===== config.mk =====
export PLATFORM = sky130hd
export DESIGN_NAME = debounce_array
export DESIGN_NICKNAME = d
export VERILOG_FILES = /design/src/rtl/debounce_pkg.sv /design/src/rtl/debounce_chan.sv /design/src/rtl/debounce_array.sv
export SDC_FILE = /design/constraint.sdc
export NUM_CORES = 1
export LEC_CHECK = 0
export ABC_AREA = 1
export BUFFER_PORTS_ARGS = -buffer_cell sky130_fd_sc_hd__buf_2
export CORE_MARGIN = 2
export CORE_UTILIZATION = 40
export DETAILED_ROUTE_END_ITERATION = 6
export GPL_ROUTABILITY_DRIVEN = 0
export PLACE_DENSITY_LB_ADDON = 0.12
export SETUP_SLACK_MARGIN = 0.2
export SLEW_MARGIN = 30
export SYNTH_ARGS = -nofsm -noshare
export SYNTH_HDL_FRONTEND = slang
export SYNTH_SLANG_ARGS = --single-unit

===== constraint.sdc =====
create_clock -name clk -period 2.2 [get_ports clk]
set_input_delay 0.44 -clock clk [delete_from_list [all_inputs] [get_ports clk]]
set_output_delay 0.44 -clock clk [all_outputs]
set_load 0.01 [all_outputs]

===== src/rtl/debounce_pkg.sv =====
`default_nettype none
// ============================================================================
// debounce_pkg -- shared state encoding and width helpers for debounce_array
// Rev 1.0
// ============================================================================
package debounce_pkg;

  // level == state[1]
  typedef enum logic [1:0] {
    IDLE         = 2'b00,
    PRESS_PEND   = 2'b01,
    PRESSED      = 2'b11,
    RELEASE_PEND = 2'b10
  } db_state_t;

  function automatic int clog2(input int value);
    int result;
    result = 0;
    for (int i = 0; i < 31; i++) begin
      if ((1 << i) < value) result = i + 1;
    end
    return result;
  endfunction

  function automatic int max_int(input int a, input int b);
    return (a > b) ? a : b;
  endfunction

endpackage
`default_nettype wire


===== src/rtl/debounce_chan.sv =====
`default_nettype none
// ============================================================================
// debounce_chan -- one button channel: synchroniser, debounce FSM, hold timer
// Rev 1.0
// ============================================================================
module debounce_chan
  import debounce_pkg::*;
#(
  parameter int SYNC_STAGES  = 2,
  parameter int STABLE_TICKS = 3,
  parameter int HOLD_TICKS   = 8,
  parameter int ACTIVE_LOW   = 0
) (
  input  logic clk,
  input  logic rst_n,
  input  logic tick,
  input  logic btn_raw,
  output logic level,
  output logic press,
  output logic release_evt,
  output logic hold
);

  localparam int               CNT_W       = clog2(max_int(STABLE_TICKS, HOLD_TICKS) + 1);
  localparam logic [CNT_W-1:0] STABLE_LAST = CNT_W'(STABLE_TICKS - 1);
  localparam logic [CNT_W-1:0] HOLD_LAST   = CNT_W'((HOLD_TICKS > 0) ? HOLD_TICKS - 1 : 0);
  localparam logic             HOLD_EN     = (HOLD_TICKS > 0);
  localparam logic             POL         = (ACTIVE_LOW != 0);

  logic [SYNC_STAGES-1:0] sync_q;
  logic                   s;
  db_state_t              state;
  logic [CNT_W-1:0]       cnt;
  logic [CNT_W-1:0]       hold_cnt;
  logic                   hold_done;

  // Polarity is folded in ahead of the chain so a reset chain reads "released".
  always_ff @(posedge clk or negedge rst_n) begin
    if (!rst_n) begin
      sync_q <= '0;
    end else begin
      sync_q <= (sync_q << 1) | SYNC_STAGES'(btn_raw ^ POL);
    end
  end

  assign s = sync_q[SYNC_STAGES-1];

  always_ff @(posedge clk or negedge rst_n) begin
    if (!rst_n) begin
      state       <= IDLE;
      cnt         <= '0;
      hold_cnt    <= '0;
      hold_done   <= 1'b0;
      press       <= 1'b0;
      release_evt <= 1'b0;
      hold        <= 1'b0;
    end else begin
      press       <= 1'b0;
      release_evt <= 1'b0;
      hold        <= 1'b0;
      case (state)
        IDLE: begin
          if (s) begin
            state <= PRESS_PEND;
            cnt   <= '0;
          end
        end
        PRESS_PEND: begin
          if (!s) begin
            state <= IDLE;
          end else if (tick) begin
            if (cnt == STABLE_LAST) begin
              state     <= PRESSED;
              press     <= 1'b1;
              hold_cnt  <= '0;
              hold_done <= 1'b0;
            end else begin
              cnt <= cnt + 1'b1;
            end
          end
        end
        PRESSED: begin
          if (!s) begin
            state <= RELEASE_PEND;
            cnt   <= '0;
          end else if (tick && HOLD_EN && !hold_done) begin
            // hold_done stops the counter at HOLD_TICKS, so it never wraps
            if (hold_cnt == HOLD_LAST) begin
              hold      <= 1'b1;
              hold_done <= 1'b1;
            end
            hold_cnt <= hold_cnt + 1'b1;
          end
        end
        RELEASE_PEND: begin
          if (s) begin
            state <= PRESSED;
          end else if (tick) begin
            if (cnt == STABLE_LAST) begin
              state       <= IDLE;
              release_evt <= 1'b1;
            end else begin
              cnt <= cnt + 1'b1;
            end
          end
        end
        default: state <= IDLE;
      endcase
    end
  end

  assign level = state[1];

endmodule
`default_nettype wire


===== src/rtl/debounce_array.sv =====
`default_nettype none
// ============================================================================
// debounce_array -- N independent debounced buttons sharing one sample tick
// Rev 1.0
// ============================================================================
module debounce_array
  import debounce_pkg::*;
#(
  parameter int N_CH         = 4,
  parameter int SYNC_STAGES  = 2,
  parameter int STABLE_TICKS = 3,
  parameter int HOLD_TICKS   = 8,
  parameter int ACTIVE_LOW   = 0
) (
  input  logic            clk,
  input  logic            rst_n,
  input  logic            tick,
  input  logic [N_CH-1:0] btn_raw,
  output logic [N_CH-1:0] level,
  output logic [N_CH-1:0] press,
  output logic [N_CH-1:0] release_evt, // "release" is a reserved word
  output logic [N_CH-1:0] hold,
  output logic            any_press
);

  for (genvar i = 0; i < N_CH; i++) begin : g_chan
    debounce_chan #(
      .SYNC_STAGES  (SYNC_STAGES),
      .STABLE_TICKS (STABLE_TICKS),
      .HOLD_TICKS   (HOLD_TICKS),
      .ACTIVE_LOW   (ACTIVE_LOW)
    ) u_chan (
      .clk         (clk),
      .rst_n       (rst_n),
      .tick        (tick),
      .btn_raw     (btn_raw[i]),
      .level       (level[i]),
      .press       (press[i]),
      .release_evt (release_evt[i]),
      .hold        (hold[i])
    );
  end

  assign any_press = |press;

endmodule
`default_nettype wire


## Yosys cells after proc, flatten, opt, wreduce, memory -nomap -nowiden

Cells that the tools add are included.

- Add/subtract/negate cells: 8
- Multipliers: 0
- Divide/modulo/power cells: 0
- $lt $le $gt $ge: 0
- Equal/unequal tests: 72
- Shifts and indexed selects: 0
- Multiplexer cells: 156
- Bitwise operators: 4
- Reduce and logical (&&, ||, !) cells: 33

Operator list:

| kind | count |
|---|---|
| $mux 4 | 44 |
| $mux 1 | 64 |
| $mux 2 | 32 |
| $pmux 4 s4 | 4 |
| $ne 2x1->1 const B | 24 |
| $reduce_and 6->1 | 8 |
| $add 4x1->4 const B | 8 |
| $pmux 2 s4 | 4 |
| $pmux 4 s2 | 4 |
| $reduce_and 7->1 | 4 |
| $ne 2x2->1 const B | 12 |
| $ne 3x3->1 const B | 8 |
| $eq 2x2->1 const B | 8 |
| $eq 4x2->1 const B | 4 |
| $eq 4x3->1 const B | 4 |
| $reduce_and 4->1 | 4 |
| $ne 3x1->1 const B | 4 |
| $ne 3x2->1 const B | 4 |
| $eq 2x1->1 const B | 4 |
| $logic_not 2->1 | 4 |
| $or 2x1->2 | 4 |
| $pmux 1 s2 | 4 |
| $reduce_bool 2->1 | 4 |
| $logic_and 1x1->1 | 4 |
| other kinds (2) | 5 |

- Register bits after elaboration: 64
- Latch bits: 0
- RAM bits: 0
- ROM bits: 0
- Memories kept: 0

## Logic depth before layout (Yosys ltp)

- Depth after elaboration: 5
- Mapped depth: 10
- Mapped depth without buffers: 10

## Hierarchy

Synthesis repeated with hierarchy kept, for this count alone.

- Cells, all modules: 431
- Area, all modules: 3804.9 um^2

Modules (own cells, without submodules):

| module | instances | cells an instance | area an instance (um^2) | sequential area each (um^2) |
|---|---|---|---|---|
| debounce_chan | 4 | 107 | 948.4 | 400.4 |
| debounce_array | 1 | 3 | 11.3 | 0.0 |

## Least setup slack after synthesis

Ideal clock, no wire load.

- Path kind: reg2reg
- Start: register g_chan[1].u_chan.state[0]
- End: register g_chan[1].u_chan.hold_cnt[2]
- Setup time: 0.117 ns
- Arrival time: 1.305 ns
- Data required time: 2.083 ns
- Slack: 0.778 ns
- Stages on the path, launching flop included: 10
- Cell sequence: dfrtp_1 -> ha_1 -> inv_2 -> nand2_2 -> nand2_1 -> nand2_2 -> nor2_8 -> nand2_4 -> nand2_1 -> nand2_1

- Longest elaborated chain between the ends: 3
- Elaborated cells on any way between the ends: 10
- Classes of those cells: 7 x eq/ne; 1 x mux; 2 x reduce/logical

Ends and longest elaborated chain:

| item | line | RTL |
|---|---|---|
| start, declared | debounce_chan.sv:32 | `db_state_t state;` |
| start signal, assigned | debounce_chan.sv:50 | `state <= IDLE;` |
| start signal, assigned | debounce_chan.sv:64 | `state <= PRESS_PEND;` |
| start signal, assigned | debounce_chan.sv:70 | `state <= IDLE;` |
| $eq 2x2->1 / $eq 2x1->1 (equally long branches) | debounce_chan.sv:61 | `case (state)` |
| $ne 2x1->1 (no line), or another cell as far along | n/a |  |
| $reduce_and 6->1 (no line) | n/a |  |
| end signal, assigned | debounce_chan.sv:92 | `hold_cnt <= hold_cnt + 1'b1;` |
| end, declared | debounce_chan.sv:34 | `logic [CNT_W-1:0] hold_cnt;` |

Parallel ways exist; a longest one is shown, timed or not.
A chain may end at the register's enable or synchronous reset.

## Worst setup path after layout

- Start: register g_chan[0].u_chan.press
- End: output any_press

- Longest elaborated chain between the ends: 1

Ends and longest elaborated chain:

| item | line | RTL |
|---|---|---|
| start, declared | debounce_chan.sv:19 | `output logic press,` |
| start signal, assigned | debounce_chan.sv:54 | `press <= 1'b0;` |
| start signal, assigned | debounce_chan.sv:58 | `press <= 1'b0;` |
| start signal, assigned | debounce_chan.sv:74 | `press <= 1'b1;` |
| $reduce_or 4->1 | debounce_array.sv:44 | `assign any_press = \|press;` |
| end, declared | debounce_array.sv:23 | `output logic any_press` |

Every way passes these cells.

==> metrics.cfg <==
[routing]
drt.antenna.violating_nets=0
remaining_drc_errors=0
drt_iter0_drc=100
drt-pass1-iter-count=4
route.final.wire_length_um=7375
vias=3081
detail_route.vias_per_cell=4.661
drt-wirelength-per-cell_um=11.16

[layout]
fraction_of_layout_cells_with_a_size_suffix_above_1_pct=14.96
mostFrequentLayoutCell=sky130_fd_sc_hd__nand2_1
syn_to_final_growth_pct=9.000
num-nets-final=566
antennaDiodeCount=0
fillCellCount=979
final_cell_mix=sky130_fd_sc_hd__nand2_1 (178), sky130_fd_sc_hd__dfrtp_1 (64), sky130_fd_sc_hd__inv_1 (45), sky130_fd_sc_hd__nand3_1 (44), sky130_fd_sc_hd__ha_1 (36)

[yosys]
synth.net_count=549
synthCells=506
synth_seq_cells=64
postSynth.topFlopCell=sky130_fd_sc_hd__dfrtp_1
syn-cell-area_sq_mm=0.004018
yosys_warnings=0
postSynthAreaPerCell_sq_um=7.940
asyncSetResetFlopFracSynth_pct=100.0
yosysUniqueCellTypes=27
synth.yosys.seq_area_share_pct=39.86
synth-edff-count=0

[sta]
setup_repair_after_global_routing_missed_its_margin=no
finalSetupViolations=0
fin_skew_ns=0.004021
shortest_clock_period_the_worst_path_allows_after_layout_ns=1.829
period_share_pct=83.14
slew_violations=0
relSlewSlack_pct=76.33
tightest_slew_ns=0.3551
sum_neg_setup_slack_ns=0
hold_violations=0
max_freq_mhz=546.7

[placement]
port-buffer-count=23
dp_hpwl_um=5401

[setup_path]
timing.critical_path.from_type=flop
timing.critical_path.from=g_chan[0].u_chan.press
critical_path.cell_chain=or4_1 > buf_2
timing.critical_path.slowest_stage_cell=sky130_fd_sc_hd__or4_1
cp_max_fanout=2
setup.worst_path.end_class=output pin
crit_path_max_incr_delay_ns=0.49
crit_arrival_ns=1.39
worstReg2RegStart=g_chan[3].u_chan.state[1]
timing.critical_path.required_ns=1.76
timing.setup.critical_path_class=flop to output pin

[clock_tree]
clockBufferDepth=2
cts_tree=yes
cts_hold_repair.buffers=0
cts.sinks=64
htreeDepth=3
clk-insertion-delay-late_ns=0.34
cts_resized=0
cts_setup_buffers=0
tritoncts.num_buffers=9
clk_pin_slew_ns=0.07
cts_root_buffer=sky130_fd_sc_hd__clkbuf_8

[floorplanning]
top_level_i_o_count=24
floorplan.core_area_sq_mm=0.009774
fp.dieArea_sq_mm=0.01086
die_width_um=104.2
std_cell_rows=36
floorplan.initialDensity_pct=41.10
die_height_um=104.2

[grt]
grt_pass1_vias=2956
grt_start_max_net_pins=65
grt_overflow=0
grt_first_pass_wirelength_um=13100
track_usage_pct=14.93
grt_antenna_before_repair=0

[power_and_ir_drop]
vdd_drop_max_mv=0.4349
total_leakage_power_nw=2.328
powerDensity_mw_per_mm2=1118
fin_total_pwr_mw=4.896

[worst_hold_path]
timing.hold.worst.class=primary input to async pin

[job]
cap_viol_max_count=0

[outcome]
outcome=finished, final reports clean

stage by stage:
stage	area [sq um]	utilization, %	hold slack, ns	instances	setup WS (ns)
after global placement	4180	42.77	0.3328	645	0.5903
after detailed placement	4180	42.77	0.3358	645	0.5647
after floorplan	4018	-	0.1444	506	0.7782
final	4379	44.80	0.1173	661	0.3709
after global routing	4379	44.80	0.1172	661	0.2855
after CTS	4379	44.80	0.1106	661	0.3371
report_power, final:
part           internal (mW)  switching (mW)
clock network          0.583           0.452
logic                  0.767            1.44
registers               1.40           0.255
total                   2.75            2.14
path summary, 6_finish.rpt:
kind                                                      to  slack (ns)  cells past startpoint
max in group asynchronous       g_chan[0].u_chan.release_evt        1.82                      2
worst min register to register    g_chan[2].u_chan.sync_q[1]        0.35                      0
worst max-delay path                               any_press        0.37                      2
min in group clk                  g_chan[1].u_chan.sync_q[0]        0.20                      1
worst max register to register  g_chan[3].u_chan.hold_cnt[3]        0.62                      9
worst min-delay path            g_chan[1].u_chan.hold_cnt[3]        0.12                      2
synthesized netlist by cell type, types with 2 or more instances:
cell type | number | area, sq um
sky130_fd_sc_hd__or2_2 | 2 | 12.51
sky130_fd_sc_hd__o21ai_2 | 3 | 26.28
sky130_fd_sc_hd__nand2_4 | 4 | 45.04
sky130_fd_sc_hd__nor2_2 | 2 | 12.51
sky130_fd_sc_hd__a21oi_1 | 14 | 70.07
sky130_fd_sc_hd__nor2_1 | 14 | 52.55
sky130_fd_sc_hd__xor2_1 | 4 | 35.03
sky130_fd_sc_hd__nand3_1 | 44 | 220.2
sky130_fd_sc_hd__nand3b_1 | 4 | 30.03
sky130_fd_sc_hd__nand2_1 | 178 | 668.1
sky130_fd_sc_hd__nor2_8 | 2 | 40.04
sky130_fd_sc_hd__nand4_1 | 9 | 56.30
sky130_fd_sc_hd__buf_4 | 17 | 127.6
sky130_fd_sc_hd__nand2_2 | 11 | 68.82
sky130_fd_sc_hd__inv_2 | 7 | 26.28
sky130_fd_sc_hd__ha_1 | 36 | 450.4
sky130_fd_sc_hd__nor3_1 | 14 | 70.07
sky130_fd_sc_hd__xnor2_1 | 3 | 26.28
sky130_fd_sc_hd__o21ai_1 | 12 | 60.06
sky130_fd_sc_hd__a21oi_2 | 5 | 43.79
sky130_fd_sc_hd__inv_1 | 45 | 168.9
sky130_fd_sc_hd__dfrtp_1 | 64 | 1602
sky130_fd_sc_hd__nor2_4 | 4 | 45.04
sky130_fd_sc_hd__o21ai_0 | 5 | 25.02
final cells by class:
type / count / area [sq um] / area share (%)
Clock buffer: 13 / 158.9 / 3.629
Clock inverter: 3 / 40.04 / 0.9143
Inverter: 52 / 195.2 / 4.457
Multi-Input combinational cell: 372 / 2082 / 47.54
Sequential cell: 64 / 1602 / 36.57
Tap cell: 133 / 166.4 / 3.800
Timing Repair Buffer: 24 / 135.1 / 3.086
state kept, by name (all words and copies together) (netlist names):
register	flops
g_chan.u_chan.state	8
g_chan.u_chan.cnt	16
g_chan.u_chan.sync_q	8
g_chan.u_chan.hold	4
g_chan.u_chan.hold_done	4
g_chan.u_chan.hold_cnt	16
g_chan.u_chan.release_evt	4
g_chan.u_chan.press	4
per-layer routing:
metal / vias up / share of wire [%] / global-route usage [%]
met2: 33 / 47 / 23.87
met5: - / 0 / 0
met1: 1406 / 50 / 19.13
met4: 0 / 0.79 / 6.178
met3: 4 / 2.2 / 4.010
li1: 1638 / - / -
kinds of logic after synthesis:
family / Yosys count / share of synthesized area, %
fa+ha+maj: 36 / 11.21
xor+xnor: 7 / 1.526
simple gates: 289 / 33.07
buf+inv: 70 / 8.315
compound gates: 40 / 6.011
flops: 64 / 39.86
critical path: cells and delay by family (launching register included):
kind	cells	cell delay [ns]
buffers and inverters	1	0.15
flip-flops	1	0.41
AND/OR/NAND/NOR	1	0.49
No activity file was read; power rests on OpenSTA's default activity.
